### src/rtl/fifo_wr_stream_adapter_if.sv
// Write-side bundle between the producer/FIFO environment and fifo_wr_stream_adapter.
// master: producer and write-pointer stage; slave: the adapter itself.
interface fifo_wr_stream_adapter_if #(
  parameter int NUM_BITS = 4,
  parameter int DATA_W   = 8,
  parameter int CNT_W    = 16
);
  logic                s_valid;
  logic [DATA_W-1:0]   s_data;
  logic                s_ready;
  logic                w_en;
  logic [DATA_W-1:0]   w_data;
  logic                full;
  logic [NUM_BITS-1:0] w_ptr_bin;
  logic [NUM_BITS-1:0] rd_ptr_gray_sync;
  logic [NUM_BITS-1:0] wr_level;
  logic                almost_full;
  logic [CNT_W-1:0]    wr_count;

  modport master (
    output s_valid, s_data, full, w_ptr_bin, rd_ptr_gray_sync,
    input  s_ready, w_en, w_data, wr_level, almost_full, wr_count
  );

  modport slave (
    input  s_valid, s_data, full, w_ptr_bin, rd_ptr_gray_sync,
    output s_ready, w_en, w_data, wr_level, almost_full, wr_count
  );
endinterface

### src/rtl/fifo_wr_stream_adapter.sv
// Write-domain front end of the async FIFO: 2-entry skid buffer feeding the FIFO write port,
// plus registered occupancy / almost_full derived from the local and synchronised pointers.
module fifo_wr_stream_adapter #(
  parameter int NUM_BITS  = 4,
  parameter int DATA_W    = 8,
  parameter int AF_THRESH = 6,
  parameter int CNT_W     = 16
) (
  input  logic                      w_clk,
  input  logic                      w_rst,
  fifo_wr_stream_adapter_if.slave   bus
);

  typedef enum logic [1:0] {
    EMPTY = 2'd0,
    ONE   = 2'd1,
    TWO   = 2'd2
  } state_t;

  state_t              state_r;
  logic [DATA_W-1:0]   head_r;
  logic [DATA_W-1:0]   skid_r;
  logic [NUM_BITS-1:0] wr_level_r;
  logic                almost_full_r;
  logic [CNT_W-1:0]    wr_count_r;

  logic                push_s;
  logic                pop_s;
  logic [NUM_BITS-1:0] rd_bin_s;
  logic [NUM_BITS-1:0] wr_level_next_s;

  function automatic logic [NUM_BITS-1:0] gray2bin(input logic [NUM_BITS-1:0] g);
    logic [NUM_BITS-1:0] b;
    b[NUM_BITS-1] = g[NUM_BITS-1];
    for (int i = NUM_BITS - 2; i >= 0; i--) begin
      b[i] = b[i+1] ^ g[i];
    end
    return b;
  endfunction

  // s_ready depends on the state register only; reset gates both strobes
  assign bus.s_ready = (state_r != TWO) & ~w_rst;
  assign pop_s       = (state_r != EMPTY) & ~bus.full & ~w_rst;
  assign push_s      = bus.s_valid & bus.s_ready;

  assign bus.w_en        = pop_s;
  assign bus.w_data      = head_r;
  assign bus.wr_level    = wr_level_r;
  assign bus.almost_full = almost_full_r;
  assign bus.wr_count    = wr_count_r;

  // Unsigned modular subtraction stays correct across pointer wrap
  assign rd_bin_s        = gray2bin(bus.rd_ptr_gray_sync);
  assign wr_level_next_s = bus.w_ptr_bin - rd_bin_s;

  // Skid-buffer FSM, data registers, level flags and write counter
  always_ff @(posedge w_clk) begin
    if (w_rst) begin
      state_r       <= EMPTY;
      wr_level_r    <= {NUM_BITS{1'b0}};
      almost_full_r <= 1'b0;
      wr_count_r    <= {CNT_W{1'b0}};
    end else begin
      wr_level_r    <= wr_level_next_s;
      almost_full_r <= (wr_level_next_s >= NUM_BITS'(AF_THRESH));
      if (pop_s) begin
        wr_count_r <= wr_count_r + CNT_W'(1);
      end else begin
        wr_count_r <= wr_count_r;
      end

      case (state_r)
        EMPTY: begin
          if (push_s) begin
            head_r  <= bus.s_data;
            state_r <= ONE;
          end else begin
            state_r <= EMPTY;
          end
        end
        ONE: begin
          case ({push_s, pop_s})
            2'b10: begin
              skid_r  <= bus.s_data;
              state_r <= TWO;
            end
            2'b01: begin
              state_r <= EMPTY;
            end
            2'b11: begin
              head_r  <= bus.s_data;
              state_r <= ONE;
            end
            default: begin
              state_r <= ONE;
            end
          endcase
        end
        TWO: begin
          if (pop_s) begin
            head_r  <= skid_r;
            state_r <= ONE;
          end else begin
            state_r <= TWO;
          end
        end
        default: begin
          state_r <= EMPTY;
        end
      endcase
    end
  end

endmodule

### src/flat_wrapper.sv
// flat-port wrapper written by rule: the top's interface ports become plain ports
module fifo_wr_stream_adapter_flat 
#(
  parameter int NUM_BITS  = 4,
  parameter int DATA_W    = 8,
  parameter int AF_THRESH = 6,
  parameter int CNT_W     = 16
)
  (w_clk, w_rst, bus_s_valid, bus_s_data, bus_full, bus_w_ptr_bin, bus_rd_ptr_gray_sync, bus_s_ready, bus_w_en, bus_w_data, bus_wr_level, bus_almost_full, bus_wr_count);
  fifo_wr_stream_adapter_if #(.NUM_BITS(NUM_BITS), .DATA_W(DATA_W), .CNT_W(CNT_W)) bus_i ();
  input  logic w_clk;
  input  logic w_rst;
  input wire logic [$bits(bus_i.s_valid)-1:0] bus_s_valid;
  input wire logic [$bits(bus_i.s_data)-1:0] bus_s_data;
  input wire logic [$bits(bus_i.full)-1:0] bus_full;
  input wire logic [$bits(bus_i.w_ptr_bin)-1:0] bus_w_ptr_bin;
  input wire logic [$bits(bus_i.rd_ptr_gray_sync)-1:0] bus_rd_ptr_gray_sync;
  output wire logic [$bits(bus_i.s_ready)-1:0] bus_s_ready;
  output wire logic [$bits(bus_i.w_en)-1:0] bus_w_en;
  output wire logic [$bits(bus_i.w_data)-1:0] bus_w_data;
  output wire logic [$bits(bus_i.wr_level)-1:0] bus_wr_level;
  output wire logic [$bits(bus_i.almost_full)-1:0] bus_almost_full;
  output wire logic [$bits(bus_i.wr_count)-1:0] bus_wr_count;
  assign bus_i.s_valid = bus_s_valid;
  assign bus_i.s_data = bus_s_data;
  assign bus_i.full = bus_full;
  assign bus_i.w_ptr_bin = bus_w_ptr_bin;
  assign bus_i.rd_ptr_gray_sync = bus_rd_ptr_gray_sync;
  assign bus_s_ready = bus_i.s_ready;
  assign bus_w_en = bus_i.w_en;
  assign bus_w_data = bus_i.w_data;
  assign bus_wr_level = bus_i.wr_level;
  assign bus_almost_full = bus_i.almost_full;
  assign bus_wr_count = bus_i.wr_count;
  fifo_wr_stream_adapter #(.NUM_BITS(NUM_BITS), .DATA_W(DATA_W), .AF_THRESH(AF_THRESH), .CNT_W(CNT_W)) u_core (.w_clk(w_clk), .w_rst(w_rst), .bus(bus_i));
endmodule
### config.mk
export PLATFORM = sky130hd
export DESIGN_NAME = fifo_wr_stream_adapter_flat
export DESIGN_NICKNAME = d
export VERILOG_FILES = /design/src/rtl/fifo_wr_stream_adapter_if.sv /design/src/rtl/fifo_wr_stream_adapter.sv /design/src/flat_wrapper.sv
export SDC_FILE = /design/constraint.sdc
export NUM_CORES = 1
export LEC_CHECK = 0
export BUFFER_PORTS_ARGS = -buffer_cell sky130_fd_sc_hd__buf_2
export CAP_MARGIN = 20
export CORE_ASPECT_RATIO = 2
export CORE_MARGIN = 4
export CORE_UTILIZATION = 46
export DETAILED_ROUTE_END_ITERATION = 7
export PLACE_DENSITY = 0.75
export SKIP_CTS_REPAIR_TIMING = 1
export SLEW_MARGIN = 20
export SYNTH_ARGS = -nofsm -noshare
export SYNTH_HDL_FRONTEND = slang
export SYNTH_SLANG_ARGS = --single-unit
### constraint.sdc
create_clock -name w_clk -period 1.9 [get_ports w_clk]
set_input_delay 0.095 -clock w_clk [delete_from_list [all_inputs] [get_ports w_clk]]
set_output_delay 0.095 -clock w_clk [all_outputs]
set_load 0.03 [all_outputs]
# Word level (Yosys, flattened, before mapping)
# Index checks and enable logic that the tools add are counted.
[totals] regBits=39 in_bits=20 output_inout_bits=31 elab_cells=40
[classes] addsub=2 n_lt_le_gt_ge=1 n_eq_ne=9 muxes=8 n_bitwise=9 reduce_logical=5
[op_table] op="two-way mux 8 bit" count=3
[op_table] op="case mux 8 bit (3 select lines)" count=1
[op_table] op="adder 16 x 1 -> 16 bit (second input constant)" count=1
[op_table] op="equality test 2 bit (second input constant)" count=3
[op_table] op="case mux 2 bit (3 select lines)" count=1
[op_table] op="AND reduction 5 bit" count=1
[op_table] op="AND 1 bit" count=4
[op_table] op="equality test 2 x 1 -> 1 bit (second input constant)" count=2
[op_table] op=">= comparator 4 x 3 -> 1 bit (second input constant)" count=1
[op_table] op="inequality test 2 x 1 -> 1 bit (second input constant)" count=2
[op_table] op="inequality test 2 bit (second input constant)" count=2
[op_table] op="case mux 2 bit (2 select lines)" count=1
[op_table] op="subtractor 4 bit" count=1
[op_table] op="AND reduction 3 bit" count=1
[op_table] op="nonzero test 3 bit" count=1
[op_table] op="XOR 1 bit" count=3
[op_table] op="zero test 2 bit" count=1
[op_table] op="two-way mux 2 bit" count=1
[op_table] op="NOT 1 bit" count=2
[op_table] op="nonzero test 2 bit" count=1
[op_table] op="two-way mux 1 bit" count=1

# Longest topological paths before layout
# Gate-level depths: netlist of the first run.
[depth] depth_word=6 depth_mapped=9

# Worst setup path after synthesis of the first run
# OpenSTA, ideal clock, no wires.
[synth_path] kind="register to register" start="reg u_core.state_r[0]" end="reg u_core.head_r[0] (netlist: u_core.bus.w_data[0]), enable pin" setup_time_ns=0.370 arrival_time_ns=1.819 required_ns=1.530 setup_slack_ns=-0.289 path_stages_with_launch=6 n_path_buf=0 synth_period_minus_slack_ns=2.189 cell_sequence="dfxtp_1 > nor2_1 > nor2_1 > ha_1 > a31oi_1 > nor2_1"
[synth_between] elab_chain_cells=6 word_cells_on_any_way=15
[synth_rtl] element="start: declaration" line="fifo_wr_stream_adapter.sv:20" source="state_t state_r;"
[synth_rtl] element="start signal: assignment" line="fifo_wr_stream_adapter.sv:59" source="state_r <= EMPTY;"
[synth_rtl] element="start signal: assignment" line="fifo_wr_stream_adapter.sv:76" source="state_r <= ONE;"
[synth_rtl] element="start signal: assignment" line="fifo_wr_stream_adapter.sv:78" source="state_r <= EMPTY;"
[synth_rtl] element="nonzero test 2 bit *" line="fifo_wr_stream_adapter.sv:43" source="assign pop_s = (state_r != EMPTY) & ~bus.full & ~w_rst;"
[synth_rtl] element="AND 1 bit * (2 in series)" line="fifo_wr_stream_adapter.sv:43"
[synth_rtl] element="named net bus_w_en" line="flat_wrapper.sv:19" source="output wire logic [$bits(bus_i.w_en)-1:0] bus_w_en;"
[synth_rtl] element="equality test 2 bit" line="fifo_wr_stream_adapter.sv:82" source="case ({push_s, pop_s})"
[synth_rtl] element="inequality test 2 bit (no line)"
[synth_rtl] element="AND reduction 5 bit (no line) *"
[synth_rtl] element="end signal: assignment" line="fifo_wr_stream_adapter.sv:75" source="head_r <= bus.s_data;"
[synth_rtl] element="end signal: assignment" line="fifo_wr_stream_adapter.sv:91" source="head_r <= bus.s_data;"
[synth_rtl] element="end signal: assignment" line="fifo_wr_stream_adapter.sv:101" source="head_r <= skid_r;"
[synth_rtl] element="end: declaration" line="fifo_wr_stream_adapter.sv:21" source="logic [DATA_W-1:0] head_r;"
# The timed path passes the listed nets; every way through them passes the cells marked *.
# A chain may end at the register's enable or synchronous reset.

# Worst setup path in the final report of the first run
[layout_path] start="reg u_core.state_r[1]" end="reg u_core.head_r[6] (netlist: u_core.bus.w_data[6]), enable pin"
[layout_between] elab_chain_cells=6 word_cells_on_any_way=15
[layout_rtl] element="inequality test 2 bit / nonzero test 2 bit (equally long branches)" line="fifo_wr_stream_adapter.sv:42, fifo_wr_stream_adapter.sv:43"
[layout_rtl] element="AND 1 bit (on tied branches)" line="fifo_wr_stream_adapter.sv:42, fifo_wr_stream_adapter.sv:43"
[layout_rtl] element="AND 1 bit (on tied branches)" line="fifo_wr_stream_adapter.sv:44, fifo_wr_stream_adapter.sv:43"
[layout_rtl] element="equality test 2 bit" line="fifo_wr_stream_adapter.sv:82"
[layout_rtl] element="inequality test 2 bit (no line)"
[layout_rtl] element="AND reduction 5 bit (no line) *"
# Every way passes the cells marked *; elsewhere a longest branch is shown, timed or not.

==> flow_summary.json, run 1 <==
{
  "outcome": "finished clean",
  "synthTopCellsByCount": "23 x dfxtp_1, 17 x nor2_1, 16 x edfxtp_1",
  "finish.utilization_pct": 63.9,
  "slew_violations": 0,
  "synth_compound_area_share_pct": 5.85,
  "synth_xor_area_share_pct": 6.41,
  "max_cap_violations": 0,
  "drc": 0,
  "slew_headroom_pct": 72.4,
  "vdd_drop_max_mv": 0.692,
  "grt_use_total_pct": 16.7,
  "clock-root-buffer": "clkbuf_8",
  "avgSynthCellArea_um2": 11.0,
  "hpwl_um": 2920,
  "setup_violations": 0,
  "crit_type": "reg2reg",
  "r2r-end": "u_core.bus.w_data[6]",
  "end_kind": "flip-flop",
  "ant_nets": 0,
  "hold_violations": 0,
  "synth_area_leaders": "edfxtp_1 27%, dfxtp_1 26%, xnor2_1 5.4%",
  "p_leak_uw": 0.000991,
  "synthMostInstantiatedCell": "dfxtp_1",
  "clockBufferDepth": 2,
  "muxShareOfSynthArea_pct": 6.20,
  "stdcell_count": 281,
  "yosysSeqAreaShare_pct": 53.0,
  "fp.dieArea_um2": 4980,
  "routedWlPerCell_um": 13.6,
  "fill_cells": 322,
  "drt_iter0_drc": 24,
  "cts.sinks": 39,
  "dieHeight_um": 95.9,
  "synthAdderAreaFrac_pct": 5.35,
  "syn-instance-count": 161,
  "antennaDiodeCount": 0,
  "die_x_um": 51.9,
  "power.density_nw_per_um2": 859,
  "grt_pass1_vias": 1458,
  "synthDistinctLibCells": 40,
  "start_util_pct": 48.2,
  "place.port_buffers": 50,
  "design.core.area_um2": 3680,
  "fin_crit_sh_pct": 91.2,
  "async_reset_ff_share_pct": 0,
  "worst_setup_path_start_kind": "flip-flop",
  "rows": 31,
  "vias_per_cell": 5.11,
  "totalWireLength_um": 3830,
  "drive_gt1_share_pct": 36.2,
  "skew_ns": 0.00650,
  "via_count": 1435,
  "synth-simple-area-share_pct": 20.6,
  "yosys_warnings": 0,
  "regToRegSetupSlack_ns": 0.17,
  "yosys_register_bits": 39,
  "synth_nets": 188,
  "startpoint": "u_core.state_r[1]",
  "gr-total-overflow": 0,
  "crit_required_ns": 1.85,
  "dp.cells": 265,
  "worstPathMaxFanout": 8,
  "htree_levels": 2,
  "synth_top_area_cell": "edfxtp_1",
  "synth_area_um2": 1780,
  "place_ws_ns": -0.0491,
  "critical_path_arrival_ns": 1.68,
  "crit_end": "u_core.bus.w_data[6]",
  "clkLatencyLatePin_ns": 0.29,
  "rsz0062_at_grt": "false",
  "finalSetupTns_ns": 0,
  "grt_first_pass_wirelength_um": 6170,
  "final.setup.worst_slack_ns": 0.168,
  "cts_tree": "done",
  "grt_max_degree": 13,
  "synth_enable_flop_cells": 16,
  "fmax_mhz": 577,
  "firstDrtPassIters": 4,
  "synth_top_area_share_pct": 27.0,
  "worst_pin_slew_ns": 0.414,
  "gp_congestion": 0.756,
  "rr_startpoint": "u_core.state_r[1]",
  "area_delta_synth_final_pct": 32.5,
  "post-route-min-period_ns": 1.73,
  "ys.flop_type": "dfxtp_1",
  "min_path_type": "in2reg",
  "io_pins": 51,
  "layout.nets": 258,
  "numCtsBuffers": 5,
  "antenna_found_initial": 0,
  "r2r_cells": 7,
  "clk_pin_slew_ns": 0.08,
  "synth_top_family_by_area": "simple AND/OR/NAND/NOR gates"
}
## worst max-delay path, cell delays in order (launching register included)
cell and delay, ns:
dfxtp_1 0.34, inv_1 0.16, nor2_4 0.05, nor2_2 0.09, and2_1 0.17, ha_1 0.14
a31oi_1 0.09, nor2_2 0.34
## cell families after synthesis
group,Yosys count
AND/OR/NAND/NOR,65
flip-flops,39
AO/OA/AOI/OAI,17
XOR/XNOR,13
buffers and inverters,10
multiplexers,10
adder cells (fa/ha/maj),7
## power by group
part,total [uW],internal (uW),switching (uW),leakage [uW]
Clock,804,525,279,0.0000654
Combinational,296,121,175,0.000592
Sequential,922,910,12.9,0.000334
## metal layers
metal / global-route usage, % / wire length [um] / vias to the layer above
met2: 29.3 / 2050 / 46
met4: 9.19 / 125 / 0
li1: - / - / 715
met3: 5.58 / 257 / 12
met5: 0 / 0 / -
met1: 16.7 / 1390 / 662
## metrics by stage
stage | cell area, um2 | power (uW) | hold slack (ns)
after floorplan | 1790 | 1130 | 0.178
after global placement | 2140 | 1220 | 0.290
after detailed placement | 2140 | 1230 | 0.290
after CTS | 2270 | 2030 | -0.0171
after global routing | 2350 | 2100 | 0.0838
final | 2350 | 2020 | 0.0880
## sequential cells by signal, summed over array words and instances (netlist names)
signal,cells
u_core.state_r,2
u_core.bus.wr_count,16
u_core.bus.almost_full,1
u_core.skid_r,8
u_core.bus.wr_level,4
u_core.bus.w_data,8
## layout make-up
| class | instances | area [um2] | area share (%) |
|---|---|---|---|
| clock inverters | 2 | 60.1 | 2.55 |
| well taps | 49 | 61.3 | 2.60 |
| inverters | 7 | 26.3 | 1.12 |
| flip-flops and latches | 39 | 941 | 40.0 |
| clock buffers | 6 | 72.6 | 3.08 |
| repair buffers | 66 | 390 | 16.6 |
| multi-input cells | 112 | 802 | 34.1 |
## cells in the final DEF, fill, tap and decap left out, types with 3 or more instances in the layout
cell           count
dlygate4sd3_1      8
nor2b_1            3
nand2b_1           3
inv_1              7
clkbuf_8           5
mux2_2             8
nand3_1            8
or3_1              3
nor4_1             4
nor2_2             3
nor2_1            14
dfxtp_1           23
xnor2_1           11
buf_4              8
edfxtp_1          16
a21oi_1            6
buf_2             50
nand2_1            9
or4_1              3
o31ai_1            3
ha_1               6
o21ai_0            3
## worst min-delay path by stage
stage	from	endpoint	slack, ns	cells after the start
3_3_place_gp	bus_s_data[4]	u_core.skid_r[4]	0.29	1
5_1_grt	bus_full	u_core.state_r[1]	0.08	2
3_5_place_dp	bus_s_data[5]	u_core.skid_r[5]	0.29	1
4_1_cts	bus_s_data[5]	u_core.skid_r[5]	-0.02	1
6_report	bus_full	u_core.state_r[1]	0.09	2
2_1_floorplan	w_rst	u_core.bus.wr_level[1]	0.18	1
(Power assumes the default switching activity.)
==> inputs of run 2 (changes only) <==
--- a/config.mk
+++ b/config.mk
@@ -8,9 +8,10 @@
 export BUFFER_PORTS_ARGS = -buffer_cell sky130_fd_sc_hd__buf_2
 export CAP_MARGIN = 20
 export CORE_ASPECT_RATIO = 2
-export CORE_MARGIN = 4
+export CORE_MARGIN = 10
 export CORE_UTILIZATION = 46
 export DETAILED_ROUTE_END_ITERATION = 7
+export GPL_TIMING_DRIVEN = 0
 export PLACE_DENSITY = 0.75
 export SKIP_CTS_REPAIR_TIMING = 1
 export SLEW_MARGIN = 20
==> flow_summary.json, run 2 (synthesized netlist as in run 1, its figures left out) <==
{
  "numCtsBuffers": 5,
  "rows": 31,
  "gp_congestion": 0.751,
  "critical_path_arrival_ns": 1.95,
  "worst_pin_slew_ns": 0.569,
  "clkPwrFrac_pct": 29.5,
  "drc": 0,
  "swShare_pct": 25.8,
  "clockBufferDepth": 2,
  "outcome": "finished clean",
  "drive_gt1_share_pct": 36.2,
  "fill_cells": 328,
  "crit_type": "reg2reg",
  "skew_ns": 0.00317,
  "die_x_um": 63.9,
  "fin_crit_sh_pct": 93.2,
  "seqCellArea_um2": 941,
  "design.core.area_um2": 3680,
  "clkLatencyLatePin_ns": 0.28,
  "worst_setup_path_start_kind": "flip-flop",
  "rr_startpoint": "u_core.state_r[0]",
  "slew_violations": 0,
  "clk_pin_slew_ns": 0.07,
  "totalWireLength_um": 3850,
  "antennaDiodeCount": 0,
  "p_seq_share_pct": 53.9,
  "cts_tree": "done",
  "start_util_pct": 48.2,
  "max_cap_violations": 0,
  "routedWlPerCell_um": 13.8,
  "worstPathMaxFanout": 9,
  "p_int_uw": 1270,
  "fmax_mhz": 564,
  "clock-root-buffer": "clkbuf_8",
  "fp.dieArea_um2": 6900,
  "hold_violations": 0,
  "grt_max_degree": 12,
  "hpwl_um": 3060,
  "drt_iter0_drc": 14,
  "io_pins": 51,
  "slowest_delay_ns": 0.48,
  "dieHeight_um": 108,
  "multiInputGateArea_um2": 826,
  "slew_headroom_pct": 62.1,
  "antenna_found_initial": 0,
  "via_count": 1429,
  "startpoint": "u_core.state_r[0]",
  "final.setup.worst_slack_ns": 0.128,
  "crit_required_ns": 2.08,
  "power.density_nw_per_um2": 746,
  "firstDrtPassIters": 4,
  "place_ws_ns": -0.194,
  "grt_first_pass_wirelength_um": 6250,
  "htree_levels": 2,
  "crit_family": "simple AND/OR/NAND/NOR gates",
  "rsz0062_at_grt": "false",
  "final_common_cell": "buf_2",
  "post-route-min-period_ns": 1.77,
  "area_delta_synth_final_pct": 29.3,
  "place.port_buffers": 50,
  "crit_top_cell": "nor2_2",
  "end_kind": "flip-flop",
  "p_sw_uw": 442,
  "worst_path_max_delay_cell": "dfxtp_1",
  "layout.nets": 255,
  "hp-start": "bus_s_data[7]",
  "crit_path_cell_trace": "nor2_2 -> nor2_2 -> inv_1 -> ha_1 -> and4_2 -> a31o_2",
  "ant_nets": 0,
  "p_comb_share_pct": 16.6,
  "cts.sinks": 39,
  "grt_use_total_pct": 11.2,
  "min_path_type": "in2reg",
  "vias_per_cell": 5.14,
  "vdd_drop_max_mv": 0.744,
  "gr-total-overflow": 0,
  "p_leak_uw": 0.000957,
  "p_total_uw": 1710,
  "final_cell_mix": "50 x buf_2, 23 x dfxtp_1, 16 x edfxtp_1",
  "largest_reg_flops": 16,
  "grt_pass1_vias": 1396,
  "crit_buf_inv": 1,
  "setup_violations": 0
}
-- run 2: cell types whose count changed in the layout (fill, tap and decap cells not counted), sizes merged --
| cell | previous run | this run |
|---|---|---|
| dlygate4sd3 | 8 | 7 |
| clkinv | 0 | 2 |
| clkbuf | 6 | 8 |
| buf | 58 | 54 |
| bufinv | 2 | 0 |
-- run 2: per-stage QoR --
step | cell area, um2 | utilization [%] | TNS, ns | hold WS (ns) | cells
2_1_floorplan | 1790 | - | 0 | 0.178 | 161
3_3_place_gp | 2100 | 57.0 | -0.948 | 0.289 | 260
3_5_place_dp | 2100 | 57.0 | -1.02 | 0.287 | 260
4_1_cts | 2180 | 59.2 | -0.854 | -0.0111 | 268
5_1_grt | 2300 | 62.3 | 0 | 0.0149 | 278
6_report | 2300 | 62.3 | 0 | 0.0160 | 278
-- run 2: path summary, 6_finish.rpt --
| kind | end | cells past startpoint | slack, ns |
|---|---|---|---|
| hold / removal | u_core.skid_r[7] | 1 | 0.02 |
| setup reg to reg | u_core.state_r[1] | 6 | 0.13 |
| setup / recovery | u_core.state_r[1] | 6 | 0.13 |
| hold reg to reg | u_core.bus.wr_count[15] | 2 | 0.49 |
-- run 2: final cells by class --
| type | count | share of cell area, % |
|---|---|---|
| tap | 49 | 2.67 |
| clock buffer | 6 | 3.16 |
| sequential | 39 | 41.0 |
| inverter | 7 | 1.14 |
| clock inverter | 2 | 0.327 |
| buffer | 3 | 0.871 |
| multi-input combinational | 112 | 35.9 |
| timing repair buffer | 60 | 14.9 |
-- run 2: routing by layer --
layer,track usage [%],up-vias,wire (um)
li1,-,713,-
met2,20.2,42,2090
met3,5.32,7,274
met5,0,-,0
met1,10.2,667,1440
met4,4.72,0,48
-- run 2: power by group through the flow --
stage	clock network [uW]	logic [uW]	registers, uW
floorplan	0	121	1010
global placement	0	264	941
detailed placement	0	270	942
CTS	527	271	923
global route	559	314	927
finish	506	285	923
-- run 2: worst reg2reg max path, stage by stage (launching register included) --
cell and delay (ns):
dfxtp_1 0.48, nor2_2 0.15, nor2_2 0.24, inv_1 0.07, ha_1 0.19, and4_2 0.31
a31o_2 0.23
